## src/rtl/psum_drain_pkg.sv

```systemverilog
// ---------------------------------------------------------------------------
// psum_drain_pkg
// Shared definitions for the OFIFO -> PMEM partial-sum drain block:
//   - default geometry (PE columns, partial-sum width, PMEM address width,
//     words per kij pass, kij passes per layer)
//   - derived PMEM region size and counter widths
//   - drain FSM state encoding
//   - cnt_w(): counter width helper that never returns zero
// ---------------------------------------------------------------------------
package psum_drain_pkg;

  localparam int COL      = 8;
  localparam int PSUM_BW  = 16;
  localparam int ADDR_BW  = 11;
  localparam int LEN_ONIJ = 4;
  localparam int LEN_KIJ  = 9;

  localparam int PMEM_WORDS = LEN_KIJ * LEN_ONIJ;

  // Width needed to hold values 0..n-1; at least one bit.
  function automatic int cnt_w(input int n);
    return (n > 1) ? $clog2(n) : 1;
  endfunction

  localparam int REM_W  = cnt_w(LEN_ONIJ + 1);
  localparam int KCNT_W = cnt_w(LEN_KIJ);

  typedef enum logic [1:0] {
    ST_IDLE  = 2'd0,
    ST_DRAIN = 2'd1,
    ST_FLUSH = 2'd2
  } state_t;

endpackage

```

## src/rtl/psum_drain_if.sv

```systemverilog
// ---------------------------------------------------------------------------
// psum_drain_if
// Bundles the OFIFO read handshake and the PMEM write port seen by the
// partial-sum drain block.
//   ofifo_valid : OFIFO holds at least one word (first-word-fall-through)
//   ofifo_data  : OFIFO head word, col*psum_bw bits
//   ofifo_rd    : pop strobe
//   pmem_cen    : PMEM chip enable, active-low
//   pmem_wen    : PMEM write enable, active-low
//   pmem_addr   : PMEM address
//   pmem_d      : PMEM write data
// Modports:
//   master : the drain block (pops the OFIFO, drives the PMEM port)
//   slave  : the surrounding core / environment
// ---------------------------------------------------------------------------
interface psum_drain_if #(
  parameter int col     = 8,
  parameter int psum_bw = 16,
  parameter int addr_bw = 11
);

  logic                     ofifo_valid;
  logic [col*psum_bw-1:0]   ofifo_data;
  logic                     ofifo_rd;
  logic                     pmem_cen;
  logic                     pmem_wen;
  logic [addr_bw-1:0]       pmem_addr;
  logic [col*psum_bw-1:0]   pmem_d;

  modport master (
    input  ofifo_valid,
    input  ofifo_data,
    output ofifo_rd,
    output pmem_cen,
    output pmem_wen,
    output pmem_addr,
    output pmem_d
  );

  modport slave (
    output ofifo_valid,
    output ofifo_data,
    input  ofifo_rd,
    input  pmem_cen,
    input  pmem_wen,
    input  pmem_addr,
    input  pmem_d
  );

endinterface

```

## src/rtl/psum_drain.sv

```systemverilog
// ---------------------------------------------------------------------------
// psum_drain
// Drains exactly len_onij output-pixel words from the OFIFO per kij pass and
// writes them to PMEM at an auto-incrementing address. The write pointer
// wraps modulo len_kij*len_onij and restarts at 0 after the last kij pass of
// a layer.
// Ports:
//   clk        : core clock, rising edge
//   reset      : asynchronous, active-low
//   clear      : synchronous; zeroes write pointer and pass counter in IDLE
//   start      : begin one kij pass (sampled in IDLE only, never queued)
//   bus        : OFIFO handshake + PMEM write port (psum_drain_if.master)
//   busy       : pass in progress (DRAIN or FLUSH)
//   done       : one-cycle pulse at the end of each pass
//   layer_done : one-cycle pulse together with done for the last kij pass
// Only ofifo_rd is combinational; every other output is registered.
// ---------------------------------------------------------------------------
module psum_drain
  import psum_drain_pkg::*;
#(
  parameter int col      = COL,
  parameter int psum_bw  = PSUM_BW,
  parameter int addr_bw  = ADDR_BW,
  parameter int len_onij = LEN_ONIJ,
  parameter int len_kij  = LEN_KIJ
) (
  input  logic              clk,
  input  logic              reset,
  input  logic              clear,
  input  logic              start,
  psum_drain_if.master      bus,
  output logic              busy,
  output logic              done,
  output logic              layer_done
);

  localparam int WORD_W   = col * psum_bw;
  localparam int REGION_W = len_kij * len_onij;
  localparam int RM_W     = cnt_w(len_onij + 1);
  localparam int KC_W     = cnt_w(len_kij);
  localparam int WP_W     = cnt_w(REGION_W);

  localparam logic [RM_W-1:0] REM_LOAD  = RM_W'(len_onij);
  localparam logic [RM_W-1:0] REM_LAST  = RM_W'(1);
  localparam logic [KC_W-1:0] KCNT_LAST = KC_W'(len_kij - 1);
  localparam logic [WP_W-1:0] WP_LAST   = WP_W'(REGION_W - 1);

  state_t            state;
  logic [WP_W-1:0]   wp;
  logic [KC_W-1:0]   kcnt;
  logic [RM_W-1:0]   remaining;
  logic              pop;

  // Write stage registers: one cycle behind the pop that produced them.
  logic              wr_cen_p1;
  logic              wr_wen_p1;
  logic [addr_bw-1:0] wr_addr_p1;
  logic [WORD_W-1:0] wr_data_p1;

  // Pop combinationally so an empty FIFO never sees a read strobe and a
  // stalled pass resumes on the very cycle valid returns.
  assign pop          = (state == ST_DRAIN) && bus.ofifo_valid && (remaining != '0);
  assign bus.ofifo_rd = pop;

  assign bus.pmem_cen  = wr_cen_p1;
  assign bus.pmem_wen  = wr_wen_p1;
  assign bus.pmem_addr = wr_addr_p1;
  assign bus.pmem_d    = wr_data_p1;

  always_ff @(posedge clk or negedge reset) begin
    if (!reset) begin
      state      <= ST_IDLE;
      wp         <= '0;
      kcnt       <= '0;
      remaining  <= '0;
      busy       <= 1'b0;
      done       <= 1'b0;
      layer_done <= 1'b0;
      wr_cen_p1  <= 1'b1;
      wr_wen_p1  <= 1'b1;
      wr_addr_p1 <= '0;
      wr_data_p1 <= '0;
    end else begin
      // Strobes and pulses fall back to idle unless this cycle asserts them.
      wr_cen_p1  <= 1'b1;
      wr_wen_p1  <= 1'b1;
      done       <= 1'b0;
      layer_done <= 1'b0;

      case (state)
        ST_IDLE: begin
          // clear acts before start, so a combined clear+start drains to 0.
          if (clear) begin
            wp   <= '0;
            kcnt <= '0;
          end
          if (start) begin
            state     <= ST_DRAIN;
            remaining <= REM_LOAD;
            busy      <= 1'b1;
          end
        end

        // ---- pop stage -> write stage (p1) ----
        ST_DRAIN: begin
          if (pop) begin
            wr_data_p1 <= bus.ofifo_data;
            wr_addr_p1 <= addr_bw'(wp);
            wr_cen_p1  <= 1'b0;
            wr_wen_p1  <= 1'b0;
            wp         <= (wp == WP_LAST) ? '0 : wp + 1'b1;
            remaining  <= remaining - 1'b1;
            if (remaining == REM_LAST) begin
              state <= ST_FLUSH;
            end
          end
        end

        // The final write strobe is on the bus during this state.
        ST_FLUSH: begin
          state <= ST_IDLE;
          busy  <= 1'b0;
          done  <= 1'b1;
          if (kcnt == KCNT_LAST) begin
            kcnt       <= '0;
            wp         <= '0;
            layer_done <= 1'b1;
          end else begin
            kcnt <= kcnt + 1'b1;
          end
        end

        default: begin
          state <= ST_IDLE;
          busy  <= 1'b0;
        end
      endcase
    end
  end

endmodule
```

## src/flat_wrapper.sv

```systemverilog
// flat-port wrapper written by rule: the top's interface ports become plain ports
module psum_drain_flat import psum_drain_pkg::*;
#(
  parameter int col      = COL,
  parameter int psum_bw  = PSUM_BW,
  parameter int addr_bw  = ADDR_BW,
  parameter int len_onij = LEN_ONIJ,
  parameter int len_kij  = LEN_KIJ
)
  (clk, reset, clear, start, busy, done, layer_done, bus_ofifo_valid, bus_ofifo_data, bus_ofifo_rd, bus_pmem_cen, bus_pmem_wen, bus_pmem_addr, bus_pmem_d);
  psum_drain_if #(.col(col), .psum_bw(psum_bw), .addr_bw(addr_bw)) bus_i ();
  input  logic clk;
  input  logic reset;
  input  logic clear;
  input  logic start;
  output logic busy;
  output logic done;
  output logic layer_done;
  input wire logic [$bits(bus_i.ofifo_valid)-1:0] bus_ofifo_valid;
  input wire logic [$bits(bus_i.ofifo_data)-1:0] bus_ofifo_data;
  output wire logic [$bits(bus_i.ofifo_rd)-1:0] bus_ofifo_rd;
  output wire logic [$bits(bus_i.pmem_cen)-1:0] bus_pmem_cen;
  output wire logic [$bits(bus_i.pmem_wen)-1:0] bus_pmem_wen;
  output wire logic [$bits(bus_i.pmem_addr)-1:0] bus_pmem_addr;
  output wire logic [$bits(bus_i.pmem_d)-1:0] bus_pmem_d;
  assign bus_i.ofifo_valid = bus_ofifo_valid;
  assign bus_i.ofifo_data = bus_ofifo_data;
  assign bus_ofifo_rd = bus_i.ofifo_rd;
  assign bus_pmem_cen = bus_i.pmem_cen;
  assign bus_pmem_wen = bus_i.pmem_wen;
  assign bus_pmem_addr = bus_i.pmem_addr;
  assign bus_pmem_d = bus_i.pmem_d;
  psum_drain #(.col(col), .psum_bw(psum_bw), .addr_bw(addr_bw), .len_onij(len_onij), .len_kij(len_kij)) u_core (.clk(clk), .reset(reset), .clear(clear), .start(start), .bus(bus_i), .busy(busy), .done(done), .layer_done(layer_done));
endmodule
```

## config.mk

```make
export PLATFORM = sky130hd
export DESIGN_NAME = psum_drain_flat
export DESIGN_NICKNAME = d
export VERILOG_FILES = /design/src/rtl/psum_drain_pkg.sv /design/src/rtl/psum_drain_if.sv /design/src/rtl/psum_drain.sv /design/src/flat_wrapper.sv
export SDC_FILE = /design/constraint.sdc
export NUM_CORES = 1
export LEC_CHECK = 0
export ABC_CLOCK_PERIOD_IN_PS = 2250
export BUFFER_PORTS_ARGS = -buffer_cell sky130_fd_sc_hd__buf_2
export CORE_ASPECT_RATIO = 1.1
export CORE_UTILIZATION = 45
export DETAILED_ROUTE_END_ITERATION = 8
export PLACE_DENSITY = 0.89
export SYNTH_ARGS = -nofsm -noshare
export SYNTH_HDL_FRONTEND = slang
export SYNTH_SLANG_ARGS = --single-unit
```

## constraint.sdc

```tcl
create_clock -name clk -period 2.25 [get_ports clk]
set_clock_uncertainty 0.1 [all_clocks]
set_input_delay 0.3375 -clock clk [delete_from_list [all_inputs] [get_ports clk]]
set_output_delay 0.3375 -clock clk [all_outputs]
set_load 0.01 [all_outputs]
```

==> metrics.md, run 1 <==
| Metric | Value |
|---|---|
| Dpl cells | about 1100 |
| Syn Inst Count | 668 |
| I/O pin total | 278 |
| Worst Path Arrival | 1690 ps |
| Layout Nets | approximately 1100 |
| Vias/cell | around 4.7 |
| Drt total wl | approximately 14 mm |
| First-pass GRT wire length | approximately 23 mm |
| Leading cell type in the layout, fill and taps excluded | nand2_1 |
| Cell taking the most area after synthesis | dfrtp_1 |
| Worst hold path type | primary input to flop |
| Max frequency | approximately 470 MHz |
| Vias in the first global route | around 5000 |
| Residual DRC | 0 |
| Clk sinks | roughly 150 |
| Commonest cells after routing, fill and taps aside | nand2_1 (403), buf_2 (271), dfrtp_1 (152) |
| Die Ht | 124 um |
| Detailed Place HPWL | 10.0 mm |
| Netlist cell types | just over 40 |
| Global-route usage over all layers | 0.207 |
| Final setup viols | 0 |
| Critical Path Start Type | flop |
| Largest net degree at the start of global routing | between 90 and 100 |
| Top FF cell, synth | dfrtp_1 |
| Post-synthesis register bit count | 153 |
| Die ar. | ~0.014 mm^2 |
| Outcome | finished clean |
| Sequential share of the synthesized area | 0.626 |
| Worst slew pin tran | between 500 and 600 ps |
| Diodes inserted | 0 |
| Slew margin rel. | 0.614 |
| Initial antenna violation count | 0 |
| Crit share post-route | 0.944 |
| Remaining antenna violation count after routing | 0 |
| H-tree Lvls | 4 |
| Overall Power | approximately 12000 uW |
| Crit end category | output port |
| Delay of the slowest cell on the worst path | between 300 and 400 ps |
| WP data required | approximately 1800 ps |
| Core area | roughly 0.013 mm^2 |
| Netlist Area Pre-Place | slightly above 0.006 mm^2 |
| Worst vdd rail ir drop | between 700 and 800 uV |
| Number of I/O port buffers | around 270 |
| Worst setup path category | flop to output port |
| Area contributors post-synth | dfrtp_1 (62%), nand2_1 (25%), buf_2 (1.8%) |
| Root Driver | clkbuf_16 |
| Static leakage | between 0.004 and 0.005 uW |
| Share of layout cells above drive strength 1 | 0.335 |
| PwrDens | 1510 mW/mm^2 |
| Max Slew Vio Count | 0 |
| Final hold slack | about 12 ps |
| RSZ-0062 raised after global routing | false |
| Post-CTS sizing | 0 |
| Gr ovfl total | 0 |
| EDFF count, synth | 0 |
| TNS Setup | 0 ps |
| Crit-path cells | inv_1 > ha_1 > nand2b_1 > nand3_4 > inv_4 > buf_2 |
| Initial Util | 0.463 |
| Max-cap violations | 0 |
| Via count | between 5000 and 6000 |
| Syn Area/Cell | 9.15 um^2 |
| Synthesis warning total | 0 |
| Clock Path Buffers | 2 |
| Wirelength per Cell | about 13 um |
| Final Wtd Congestion | 0.799 |
| Area Growth Syn to Fin | 34.5% |
| CTS buffer count | 17 |
| Clock Latency Late Sink | 400 ps |
| CTS tree | done |
| DRT iter0 DRCs | approximately 220 |
| Fillcell total | approximately 1100 |
| Worst-path clk slew | ~70 ps |
| Yosys top cell area share | 0.622 |
| Slowest-stage cell, CP | dfrtp_1 |
| Crit Path Max Fanout | 14 |
| Async SR Flop Fraction | 1.00 |
| Row cnt | 44 |
| Initial DRT Pass Iterations | 4 |
| Post-Layout Cell Count | between 1000 and 1500 |
| Minimum clock period | 2120 ps |
| DIE WIDTH | 113 um |
| Final hold vios | 0 |
-- metrics by stage --
stage | setup WS (ps) | instance area [um^2] | utilization
2_1_floorplan | 590 | 6130 | -
3_3_place_gp | 422 | 7570 | 0.573
3_5_place_dp | 349 | 7570 | 0.573
4_1_cts | 100 | 8220 | 0.622
5_1_grt | 14.7 | 8220 | 0.622
6_report | 126 | 8220 | 0.622
-- repair_timing --
action | in CTS | in global routing
hold endpoints to repair | 42 | 0
setup buffers | 0 | 0
hold buffers | 2 | 0
endpoints found under the setup margin | 0 | 0
-- worst max-delay path: cells and delay by family (launching register included) --
family	cells	cell delay, ps
adders and majority gates	1	210
DFF	1	390
and+or+nand+nor	2	240
buffers and inverters	3	450
-- cell families (layout without fill, tap and decap cells) --
logic type | after synthesis | after routing | share of synthesized area
simple gates | 431 | 431 | 0.277
other cells | 1 | 5 | 0.000613
flops | 153 | 153 | 0.626
mux | 2 | 2 | 0.00348
compound gates | 25 | 25 | 0.0289
xor+xnor | 2 | 2 | 0.00287
buf+inv | 48 | 325 | 0.0481
fa+ha+maj | 6 | 6 | 0.0123
-- report_power, final --
part           internal [uW]  switching, uW  total, uW  leakage, uW
clock                   1910           1120       3030     0.000299
sequential              4060            732       4790      0.00189
combinational           1800           2840       4640      0.00258
-- worst paths after layout --
check | depth (start not counted) | startpoint | end | slack [ps]
max in group asynchronous | 3 | reset | u_core.bus.pmem_d[96]$_DFFE_PN0P_ | 1070
worst max register to register | 8 | u_core.remaining[0]$_DFFE_PN0P_ | u_core.bus.pmem_d[61]$_DFFE_PN0P_ | 350
min in group asynchronous | 2 | reset | u_core.bus.pmem_d[75]$_DFFE_PN0P_ | 320
worst min register to register | 2 | u_core.bus.pmem_d[66]$_DFFE_PN0P_ | u_core.bus.pmem_d[66]$_DFFE_PN0P_ | 370
worst min-delay path | 3 | bus_ofifo_data[95] | u_core.bus.pmem_d[95]$_DFFE_PN0P_ | 10
worst max-delay path | 6 | u_core.remaining[0]$_DFFE_PN0P_ | bus_ofifo_rd | 130
-- Yosys cell counts, types with 2 or more instances --
| library cell | instances |
|---|---|
| a32o_1 | 2 |
| nand4_1 | 2 |
| dfrtp_1 | 152 |
| buf_4 | 7 |
| o22ai_1 | 3 |
| xor2_1 | 2 |
| a221oi_1 | 3 |
| buf_2 | 22 |
| nand3_1 | 5 |
| o21ai_0 | 5 |
| nand2b_1 | 5 |
| ha_1 | 6 |
| nor2_1 | 5 |
| inv_1 | 9 |
| buf_6 | 8 |
| nand2_1 | 403 |
| o21ai_1 | 5 |
-- area by class of cell --
cell class	count	area, um^2	area share
sequential	153	3830	0.466
multi-input combinational	471	2010	0.245
timing repair buffer	283	1510	0.183
clock buffer	20	447	0.0543
tap	161	201	0.0245
clock inverter	12	186	0.0227
inverter	10	40.0	0.00487
-- metal layers --
layer	share of wire	wire [um]	GRT usage	up-vias
li1	-	-	-	2581
met1	0.42	5870	0.243	2439
met2	0.52	7360	0.366	171
met3	0.040	566	0.0501	23
met4	0.020	284	0.0751	0
met5	0	0	0	-
-- sequential cells by signal, indices dropped and copies added, names as in the netlist, 2 cells and up --
| signal | flops |
|---|---|
| u_core.remaining | 3 |
| u_core.kcnt | 4 |
| u_core.bus.pmem_d | 128 |
| u_core.wp | 6 |
| u_core.bus.pmem_addr | 6 |
| u_core.state | 2 |
(Power assumes the default switching activity.)
==> run 2: changes to the inputs <==
--- a/config.mk
+++ b/config.mk
@@ -5,7 +5,7 @@
 export SDC_FILE = /design/constraint.sdc
 export NUM_CORES = 1
 export LEC_CHECK = 0
-export ABC_CLOCK_PERIOD_IN_PS = 2250
+export ABC_CLOCK_PERIOD_IN_PS = 2200
 export BUFFER_PORTS_ARGS = -buffer_cell sky130_fd_sc_hd__buf_2
 export CORE_ASPECT_RATIO = 1.1
 export CORE_UTILIZATION = 45
@@ -14,3 +14,4 @@
 export SYNTH_ARGS = -nofsm -noshare
 export SYNTH_HDL_FRONTEND = slang
 export SYNTH_SLANG_ARGS = --single-unit
+export TNS_END_PERCENT = 100
==> constraint.sdc (replaced) <==
create_clock -name clk -period 2.2 [get_ports clk]
set_clock_uncertainty 0.1 [all_clocks]
set_input_delay 0.33 -clock clk [delete_from_list [all_inputs] [get_ports clk]]
set_output_delay 0.33 -clock clk [all_outputs]
set_load 0.01 [all_outputs]
==> metrics.md, run 2 (synthesis results as in run 1) <==
| Metric | Value |
|---|---|
| Initial DRT Pass Iterations | 5 |
| Family with the most delay on the worst path | flip-flops |
| Delay of the slowest cell on the worst path | a little under 400 ps |
| Slew margin rel. | 0.571 |
| Worst Setup SP | u_core.remaining[0]$_DFFE_PN0P_ |
| Final setup viols | 0 |
| Core area | 0.0132 mm^2 |
| CP bufs+invs | 3 |
| Clk sinks | around 150 |
| Remaining antenna violation count after routing | 0 |
| Worst hold path type | primary input to flop |
| WP data required | between 1500 and 2000 ps |
| Crit share post-route | 0.945 |
| Crit end category | output port |
| FF-to-FF End | u_core.bus.pmem_d[101]$_DFFE_PN0P_ |
| Clock Path Buffers | 2 |
| Clock Latency Late Sink | 420 ps |
| Vias/cell | 4.84 |
| Global-route usage over all layers | 0.254 |
| DRT iter0 DRCs | 318 |
| Layout Nets | ~1200 |
| CTS buffer count | 17 |
| Die ar. | between 0.01 and 0.015 mm^2 |
| H-tree Lvls | 4 |
| Leading cell type in the layout, fill and taps excluded | nand2_1 |
| Drt total wl | between 15 and 20 mm |
| Worst setup endpoint | bus_ofifo_rd |
| Final Wtd Congestion | 0.800 |
| DIE WIDTH | around 110 um |
| Via count | roughly 5800 |
| Wirelength per Cell | roughly 14 um |
| Initial Util | 0.463 |
| PwrDens | around 1400 mW/mm^2 |
| Worst vdd rail ir drop | approximately 840 uV |
| Diodes inserted | 0 |
| Slowest-stage cell, CP | dfrtp_1 |
| RSZ-0062 raised after global routing | false |
| Area Growth Syn to Fin | 47.2% |
| Post-CTS Setup Bufs | 0 |
| Residual DRC | 0 |
| Initial antenna violation count | 0 |
| Share of layout cells above drive strength 1 | 0.307 |
| First-pass GRT wire length | approximately 28 mm |
| Detailed Place HPWL | 9.97 mm |
| Worst slew pin tran | around 640 ps |
| Row cnt | between 40 and 50 |
| Overall Power | ~13000 uW |
| Worst R2R Start | u_core.remaining[1]$_DFFE_PN0P_ |
| Vias in the first global route | about 5900 |
| Max reg flops | around 130 |
| Worst Path Arrival | 1650 ps |
| Final Core Density | 0.681 |
| Minimum clock period | slightly above 2000 ps |
| Static leakage | between 0.005 and 0.006 uW |
| Worst setup path category | flop to output port |
| Flop-to-flop setup slack | about 190 ps |
| Largest net degree at the start of global routing | between 90 and 100 |
| Final hold vios | 0 |
| Gr ovfl total | 0 |
| Final hold slack | approximately 14 ps |
| Crit Path Max Fanout | 14 |
| Crit-path cells | inv_1 > ha_1 > nand2b_1 > nand3_4 > clkinv_8 > buf_2 |
| I/O pin total | between 200 and 300 |
| Max Slew Vio Count | 0 |
| CTS tree | done |
| Critical Path Start Type | flop |
| Commonest cells after routing, fill and taps aside | nand2_1 (403), buf_2 (271), dfrtp_1 (152) |
| Worst-path clk slew | roughly 60 ps |
| Outcome | finished clean |
| Number of I/O port buffers | about 270 |
| TNS Setup | 0 ps |
| Root Driver | clkbuf_16 |
| R2R depth | 8 |
| Die Ht | ~120 um |
| Critical path depth | 6 |
| Max-cap violations | 0 |
| Max frequency | between 400 and 500 MHz |
run 2: repair_timing:
item	4_1_cts	5_1_grt
setup endpoints to repair	0	1
hold buffers	88	0
resized for setup	0	3
hold endpoints to repair	239	0
run 2: layout make-up:
| cell class | count | area [um^2] |
|---|---|---|
| clock buffer | 20 | 447 |
| clock inverter | 12 | 101 |
| fill | 950 | 4210 |
| inverter | 10 | 50.0 |
| multi-input combinational | 471 | 2010 |
| sequential | 153 | 3830 |
| tap | 161 | 201 |
| timing repair buffer | 368 | 2360 |
run 2: metal layers:
layer | share of wire | up-vias | global-route usage
li1 | - | 2748 | -
met1 | 0.38 | 2697 | 0.276
met2 | 0.52 | 273 | 0.444
met3 | 0.056 | 67 | 0.0652
met4 | 0.045 | 0 | 0.146
met5 | 0 | - | 0
run 2: worst register-to-register path, delay by kind of cell, from the launching register on:
kind                     cells  cell delay (ps)
adder cells (fa/ha/maj)      1              170
buffers and inverters        3              840
flip-flops                   1              400
AND/OR/NAND/NOR              4              440
run 2: worst min-delay path by stage:
stage	startpoint	to	slack (ps)	depth (start not counted)
global placement	reset	u_core.bus.pmem_d[69]$_DFFE_PN0P_	20	1
floorplan	reset	u_core.bus.pmem_addr[0]$_DFFE_PN0P_	-70	0
detailed placement	reset	u_core.bus.pmem_d[69]$_DFFE_PN0P_	20	1
finish	bus_ofifo_data[15]	u_core.bus.pmem_d[15]$_DFFE_PN0P_	10	3
CTS	bus_ofifo_data[119]	u_core.bus.pmem_d[119]$_DFFE_PN0P_	0.3	3
global route	bus_ofifo_data[19]	u_core.bus.pmem_d[19]$_DFFE_PN0P_	6	3
run 2: metrics by stage:
stage	cell area (um^2)	worst slack [ps]	instances
detailed placement	7560	261	1075
CTS	8990	35.6	1195
global placement	7560	331	1075
floorplan	6130	540	672
finish	9000	121	1195
global route	9000	10.1	1195
run 2: where the power goes:
| group | switching (uW) | leakage, uW | internal [uW] |
|---|---|---|---|
| Sequential | 781 | 0.00189 | 4150 |
| Combinational | 3070 | 0.00294 | 1940 |
| Clock | 1130 | 0.000258 | 1580 |
